==> src/rtl/alu_share_arb.sv <==
// Round-robin arbiter/sequencer sharing one combinational ALU between two requesters.
// Optional grant statistics counters enabled by ALU_SHARE_ARB_STATS_EN.
module alu_share_arb #(
    parameter int DW  = 8,
    parameter int OPW = 3
) (
    input  logic           clk,
    input  logic           reset,
    input  logic           req0_valid,
    output logic           req0_ready,
    input  logic [OPW-1:0] req0_op,
    input  logic [DW-1:0]  req0_a,
    input  logic [DW-1:0]  req0_b,
    input  logic           req1_valid,
    output logic           req1_ready,
    input  logic [OPW-1:0] req1_op,
    input  logic [DW-1:0]  req1_a,
    input  logic [DW-1:0]  req1_b,
    output logic [OPW-1:0] alu_op,
    output logic [DW-1:0]  alu_a,
    output logic [DW-1:0]  alu_b,
    input  logic [DW-1:0]  alu_out,
    output logic           rsp_valid,
    input  logic           rsp_ready,
    output logic [DW-1:0]  rsp_data,
    output logic           rsp_id,
`ifdef ALU_SHARE_ARB_STATS_EN
    output logic [7:0]     grant_cnt0,
    output logic [7:0]     grant_cnt1,
`endif
    output logic           busy
);
    typedef enum logic [1:0] {IDLE, EXEC, RESP} state_t;

    state_t         state, state_nxt;
    logic           prio;
    logic [OPW-1:0] op_r;
    logic [DW-1:0]  a_r, b_r;
    logic           id_r;
    logic           gnt0, gnt1, acc;

    always_comb begin
        gnt0      = 1'b0;
        gnt1      = 1'b0;
        state_nxt = state;
        case (state)
            IDLE: begin
                if (req0_valid && req1_valid) begin
                    gnt0 = !prio;
                    gnt1 = prio;
                end else begin
                    gnt0 = req0_valid;
                    gnt1 = req1_valid;
                end
                if (req0_valid || req1_valid) state_nxt = EXEC;
            end
            EXEC:    state_nxt = RESP;
            RESP:    if (rsp_ready) state_nxt = IDLE;
            default: state_nxt = IDLE;
        endcase
    end

    // Readies are suppressed during the reset cycle so no request is lost to a reset.
    assign req0_ready = gnt0 && !reset;
    assign req1_ready = gnt1 && !reset;
    assign acc        = req0_ready || req1_ready;

    always_ff @(posedge clk) begin
        if (reset) begin
            state    <= IDLE;
            prio     <= 1'b0;
            op_r     <= '0;
            a_r      <= '0;
            b_r      <= '0;
            id_r     <= 1'b0;
            rsp_data <= '0;
            rsp_id   <= 1'b0;
        end else begin
            state <= state_nxt;
            if (acc) begin
                op_r <= req1_ready ? req1_op : req0_op;
                a_r  <= req1_ready ? req1_a  : req0_a;
                b_r  <= req1_ready ? req1_b  : req0_b;
                id_r <= req1_ready;
                prio <= !req1_ready;
            end
            if (state == EXEC) begin
                rsp_data <= alu_out;
                rsp_id   <= id_r;
            end
        end
    end

    // ALU inputs come only from the operand registers, forced to zero while in reset.
    assign alu_op    = reset ? '0 : op_r;
    assign alu_a     = reset ? '0 : a_r;
    assign alu_b     = reset ? '0 : b_r;
    assign rsp_valid = (state == RESP);
    assign busy      = (state != IDLE);

`ifdef ALU_SHARE_ARB_STATS_EN
    always_ff @(posedge clk) begin
        if (reset) begin
            grant_cnt0 <= '0;
            grant_cnt1 <= '0;
        end else begin
            if (req0_ready && grant_cnt0 != 8'hFF) grant_cnt0 <= grant_cnt0 + 8'd1;
            if (req1_ready && grant_cnt1 != 8'hFF) grant_cnt1 <= grant_cnt1 + 8'd1;
        end
    end
`endif
endmodule

==> config.mk <==
export PLATFORM = sky130hd
export DESIGN_NAME = alu_share_arb
export DESIGN_NICKNAME = d
export VERILOG_FILES = /design/src/rtl/alu_share_arb.sv
export SDC_FILE = /design/constraint.sdc
export NUM_CORES = 1
export LEC_CHECK = 0
export ABC_AREA = 1
export CORE_ASPECT_RATIO = 0.7
export CORE_UTILIZATION = 39
export CTS_BUF_LIST = sky130_fd_sc_hd__clkbuf_4 sky130_fd_sc_hd__clkbuf_8 sky130_fd_sc_hd__clkbuf_16
export DETAILED_ROUTE_END_ITERATION = 12
export PLACE_DENSITY_LB_ADDON = 0.12
export SLEW_MARGIN = 10
export SYNTH_ARGS = -nofsm -noshare
export SYNTH_HDL_FRONTEND = slang
export SYNTH_SLANG_ARGS = --single-unit
==> constraint.sdc <==
create_clock -name clk -period 1.25 [get_ports clk]
set_input_delay 0.125 -clock clk [delete_from_list [all_inputs] [get_ports clk]]
set_output_delay 0.125 -clock clk [all_outputs]
set_load 0.05 [all_outputs]
==> flow_metrics.py, run 1 <==
metrics = {
    "global_routing": {
        "track_usage_pct": 23.7,
        "grt_pass1_vias": 1835,
        "antenna_found_initial": 0,
        "grt_start_max_net_pins": 24,
        "grt_pass1_wl_mm": 8.00,
        "grt_overflow": 0,
    },
    "floorplanning": {
        "dieArea_um2": 4400,
        "row_count": 19,
        "die_w_um": 78.9,
        "start_util_pct": 40.9,
        "die_y_um": 55.8,
        "fp.coreArea_um2": 3950,
        "ioPinCount": 83,
    },
    "worst_setup_path": {
        "start_kind": "flip-flop",
        "critPathBufInv": 3,
        "required_ps": 1120,
        "ff2ff_setup_slack_ps": -60,
        "slowest_delay_ps": 350,
        "cp_cell_sequence": "inv_4, nand2_8, nor2_4, nand2_4, clkinvlp_4, buf_12",
        "path_delay_family": "flip-flops",
        "slowest_stage": "dfxtp_2",
        "end_kind": "output port",
        "cp_max_fo": 3,
        "critical_path_class": "flip-flop to output port",
        "crit_arrival_ps": 1240,
    },
    "cts": {
        "cts_buffer_depth": 2,
        "clk_pin_slew_ps": 60,
        "cts_tree": "built",
        "cts.sinks": 32,
        "htree_levels": 2,
        "clock_latency_ps": 270,
        "root_buffer": "clkbuf_8",
        "cts_buffers": 5,
    },
    "power": {
        "p_leak_nw": 1.51,
        "ir_drop_uv": 710,
        "powerDensity_nw_per_um2": 1030,
    },
    "placed_design": {
        "place_area_um2": 2940,
        "gp_congestion": 0.740,
        "port_buffers": 82,
        "dp_hpwl_mm": 3.55,
    },
    "sta": {
        "slew_headroom_pct": 80.5,
        "whs_ps": 438,
        "fmax_mhz": 732,
        "setup_slack_ps": -117,
        "fin_crit_ps": 1370,
        "finalSetupViolations": 18,
        "drv_slew": 0,
        "worst_pin_slew_ps": 291,
        "fin_crit_sh_pct": 109,
        "rsz0062_at_grt": "yes",
        "skew_ps": 3.09,
        "hold_viol_final": 0,
    },
    "route": {
        "met2_length_mm": 2.34,
        "route.vias.total": 1824,
        "top_layer_used": "met4",
        "via_per_inst": 4.41,
        "wl_met3_um": 256,
        "drc": 0,
        "drt_pass1_iterations": 4,
        "drt-met1-wl_mm": 2.10,
        "ant_nets": 0,
        "drtIter0Drc": 75,
        "routedWlPerCell_um": 11.4,
        "wirelength_mm": 4.73,
    },
    "logic_synthesis": {
        "synth_xor_area_share_pct": 0,
        "yosys.area.top_type": "dfxtp_1",
        "ys_types": 17,
        "synthAdderAreaFrac_pct": 0,
        "synth.top_cells.by_area": "dfxtp_1, nand2_1, nor2_1",
        "synth.net_count": 319,
        "ys.warnings.count": 0,
        "postSynthCellCount": 268,
        "netlist_area_um2": 1610,
        "synth_top_family_by_area": "simple AND/OR/NAND/NOR gates",
        "avgSynthCellArea_um2": 6.02,
        "seq_area_frac_synth_pct": 39.7,
        "synth-compound-area-share_pct": 4.73,
        "synth-seq-cells": 32,
        "yosysTopAreaCellShare_pct": 39.7,
        "synth.area.mux_share_pct": 0,
        "synth-simple-area-share_pct": 40.3,
    },
    "final_layout": {
        "nNetsFinal": 415,
        "insertedDiodeCount": 0,
        "design_area_um2": 3100,
        "drive_gt1_share_pct": 26.0,
        "syn_to_final_growth_pct": 92.2,
    },
    "status": {
        "status": "finished with violations",
        "violations": "setup timing",
    },
    "job": {
        "drv_cap": 0,
    },
    "hold_path": {
        "hold_path_class": "input pin to flip-flop",
    },
}
## cell usage in the layout, fill, tap and decap left out, types with 5 or more instances in the layout
master,netlist,routed
nor2_1,74,47
o21ai_0,11,11
nand2_1,82,80
buf_12,0,35
inv_1,46,44
nor2_2,0,26
clkbuf_8,0,5
buf_4,1,10
nand3_1,5,5
dfxtp_1,32,29
clkdlybuf4s50_1,0,48
## path summary, 6_finish.rpt
check | startpoint | to | cells past startpoint
max | state[1] | req1_ready | 6
min | alu_out[3] | rsp_data[3] | 3
max reg2reg | state[1] | a_r[5] | 9
min reg2reg | id_r | id_r | 2
## repair_timing
item                                    CTS  global route
hold buffers                              0             0
endpoints found under the hold margin     0             0
buffers inserted                          1             2
pin swaps                                 1             0
gates resized for setup                  22             9
endpoints found under the setup margin   22            21
## final cells by class
type | instances | area, um^2
multi-input cells | 178 | 823
inverters | 49 | 193
flip-flops and latches | 32 | 644
clock buffers | 5 | 68.8
fillers | 301 | 845
well taps | 52 | 65.1
repair buffers | 98 | 1310
## worst reg2reg max path, stage by stage, from the launching register on
cell     delay [ps]
dfxtp_2         350
inv_4            90
nand2_8          60
nor2_4          150
buf_6           140
nand2_4          70
buf_6           140
nor2_1          100
nand2_1          80
nand2_1          80
## sequential cells by signal, summed over array words and instances (netlist names)
signal    flops
b_r           8
prio          1
rsp_id        1
op_r          3
state         2
rsp_data      8
id_r          1
a_r           8
## logic make-up (layout without fill, tap and decap cells)
logic type / count (synthesis) / in the layout
AO/OA/AOI/OAI: 13 / 13
buffers and inverters: 58 / 152
flip-flops: 32 / 32
AND/OR/NAND/NOR: 165 / 165
## cell usage after synthesis (all sizes together)
| library cell | instances |
|---|---|
| clkbuf | 3 |
| nand2 | 84 |
| nand3 | 5 |
| inv | 48 |
| buf | 6 |
| dfxtp | 32 |
| nor2 | 76 |
| a21oi | 1 |
| o21ai | 12 |
| clkinv | 1 |
## metrics by stage
stage	std cells	utilization, %	power, mW	setup slack (ps)	TNS (ps)
6_report	414	78.6	3.20	-117	-534
4_1_cts	412	77.6	3.20	-118	-780
3_5_place_dp	406	74.4	2.48	-215	-6570
2_1_floorplan	268	-	1.83	-38.1	-602
5_1_grt	414	78.6	3.37	-161	-1910
3_3_place_gp	406	74.4	2.45	-161	-5000
## where the power goes
part | internal (mW) | switching [mW] | leakage, nW
sequential | 1.14 | 0.0604 | 0.265
combinational | 0.630 | 0.681 | 1.20
clock | 0.358 | 0.339 | 0.0359
## metal layers
| metal | up-vias | GRT usage (%) |
|---|---|---|
| li1 | 958 | - |
| met4 | 0 | 6.23 |
| met2 | 43 | 42.7 |
| met5 | - | 0 |
| met1 | 819 | 27.2 |
| met3 | 4 | 7.05 |
Power figures use the tool's default switching activity.
==> inputs of run 2 (changes only) <==
--- a/config.mk
+++ b/config.mk
@@ -6,8 +6,10 @@
 export NUM_CORES = 1
 export LEC_CHECK = 0
 export ABC_AREA = 1
+export CELL_PAD_IN_SITES_DETAIL_PLACEMENT = 1
+export CELL_PAD_IN_SITES_GLOBAL_PLACEMENT = 2
 export CORE_ASPECT_RATIO = 0.7
-export CORE_UTILIZATION = 39
+export CORE_UTILIZATION = 19
 export CTS_BUF_LIST = sky130_fd_sc_hd__clkbuf_4 sky130_fd_sc_hd__clkbuf_8 sky130_fd_sc_hd__clkbuf_16
 export DETAILED_ROUTE_END_ITERATION = 12
 export PLACE_DENSITY_LB_ADDON = 0.12
==> flow_metrics.py, run 2 (synthesis results as in run 1) <==
metrics = {
    "placed_design": {
        "place_area_um2": 3040,
        "port_buffers": 82,
        "pre_cts_ws_ps": -265,
        "dp_hpwl_mm": 4.32,
        "placedCellCount": 462,
        "gp_congestion": 0.705,
    },
    "route": {
        "ant_nets": 0,
        "drtIter0Drc": 40,
        "drc": 4,
        "wirelength_mm": 5.53,
        "drt_pass1_iterations": 8,
        "via_per_inst": 3.93,
        "routedWlPerCell_um": 11.6,
        "route.vias.total": 1874,
    },
    "final_layout": {
        "final_cells": 477,
        "nNetsFinal": 427,
        "insertedDiodeCount": 0,
        "syn_to_final_growth_pct": 105,
        "design_area_um2": 3310,
        "drive_gt1_share_pct": 26.6,
        "layout_commonest_cell": "nand2_1",
        "top_regs": "a_r (8), b_r (8), rsp_data (8)",
        "layout_common_cells": "nand2_1, nor2_1, clkdlybuf4s50_1",
    },
    "global_routing": {
        "grt_pass1_wl_mm": 9.05,
        "track_usage_pct": 13.1,
        "antenna_found_initial": 0,
        "grt_overflow": 0,
        "grt_pass1_vias": 1834,
        "grt_start_max_net_pins": 19,
    },
    "worst_setup_path": {
        "required_ps": 1120,
        "crit_arrival_ps": 1150,
        "start_kind": "flip-flop",
        "end_kind": "output port",
        "cp_max_fo": 3,
        "critical_path_class": "flip-flop to output port",
    },
    "floorplanning": {
        "fp.coreArea_um2": 8040,
        "dieArea_um2": 8870,
        "ioPinCount": 83,
        "start_util_pct": 20.1,
        "die_w_um": 112,
        "row_count": 27,
        "die_y_um": 79.1,
    },
    "power": {
        "p_leak_nw": 1.60,
        "ir_drop_uv": 432,
        "power.total_mw": 3.80,
        "powerDensity_nw_per_um2": 1150,
    },
    "job": {
        "drv_cap": 0,
    },
    "sta": {
        "slew_headroom_pct": 82.1,
        "worst_pin_slew_ps": 267,
        "drv_slew": 0,
        "finalSetupViolations": 2,
        "finalSetupTns_ps": -29.9,
        "fin_crit_ps": 1270,
        "fin_crit_sh_pct": 102,
        "fmax_mhz": 787,
        "hold_viol_final": 0,
        "setup_slack_ps": -20.7,
        "rsz0062_at_grt": "yes",
        "skew_ps": 2.87,
    },
    "cts": {
        "cts_buffers": 5,
        "cts_tree": "built",
        "htree_levels": 2,
        "cts_buffer_depth": 2,
        "clk_pin_slew_ps": 50,
        "cts.sinks": 32,
        "clock_latency_ps": 270,
        "root_buffer": "clkbuf_16",
    },
    "status": {
        "status": "finished with violations",
        "violations": "DRC, setup timing",
    },
    "hold_path": {
        "hold_path_class": "input pin to flip-flop",
    },
}
[run 2: changes by cell type in the layout (fill, tap and decap cells not counted), sizes merged]
cell	before	now
buf	48	60
clkbuf	5	7
dlygate4sd2	2	3
clkdlybuf4s50	48	47
[run 2: worst max-delay path, cell delays in order (launching register included)]
cell and delay, ps:
dfxtp_2 330, inv_4 80, nand2_8 50, nor2_4 110
nand2_4 80, clkinvlp_4 90, buf_12 130
[run 2: area by class of cell]
type | instances | area (um^2)
clock buffers | 7 | 153
fillers | 1004 | 4730
flip-flops and latches | 32 | 647
well taps | 101 | 126
inverters | 49 | 193
multi-input cells | 178 | 808
repair buffers | 110 | 1380
[run 2: layer usage]
layer | track usage, % | part of all wire [%]
met1 | 18.0 | 51
met2 | 20.6 | 42
met3 | 3.59 | 5.6
met4 | 2.40 | 0.42
met5 | 0 | 0
[run 2: timing repair]
item                       in CTS  in global routing
pin swaps                       5                  0
gates resized for setup        21                  4
cloned                          0                  0
setup endpoints to repair      24                 21
hold buffers                    0                  0
setup buffers                   8                  0
[run 2: power breakdown]
part           total (mW)  internal (mW)  switching, mW
registers            1.19           1.14         0.0553
clock network        1.26          0.835          0.422
logic                1.35          0.660          0.692
total                3.80           2.63           1.17
[run 2: metrics by stage]
stage | hold slack [ps] | util, %
5_1_grt | 421 | 41.1
4_1_cts | 411 | 41.0
2_1_floorplan | 260 | -
6_report | 409 | 41.1
3_3_place_gp | 478 | 37.8
3_5_place_dp | 487 | 37.8
[run 2: path summary, 6_finish.rpt]
kind / start / end / slack [ps] / cells past startpoint
setup / recovery: state[1] / req1_ready / -20 / 6
setup reg to reg: state[1] / b_r[1] / 30 / 9
hold reg to reg: id_r / id_r / 490 / 2
hold / removal: reset / state[1] / 410 / 3
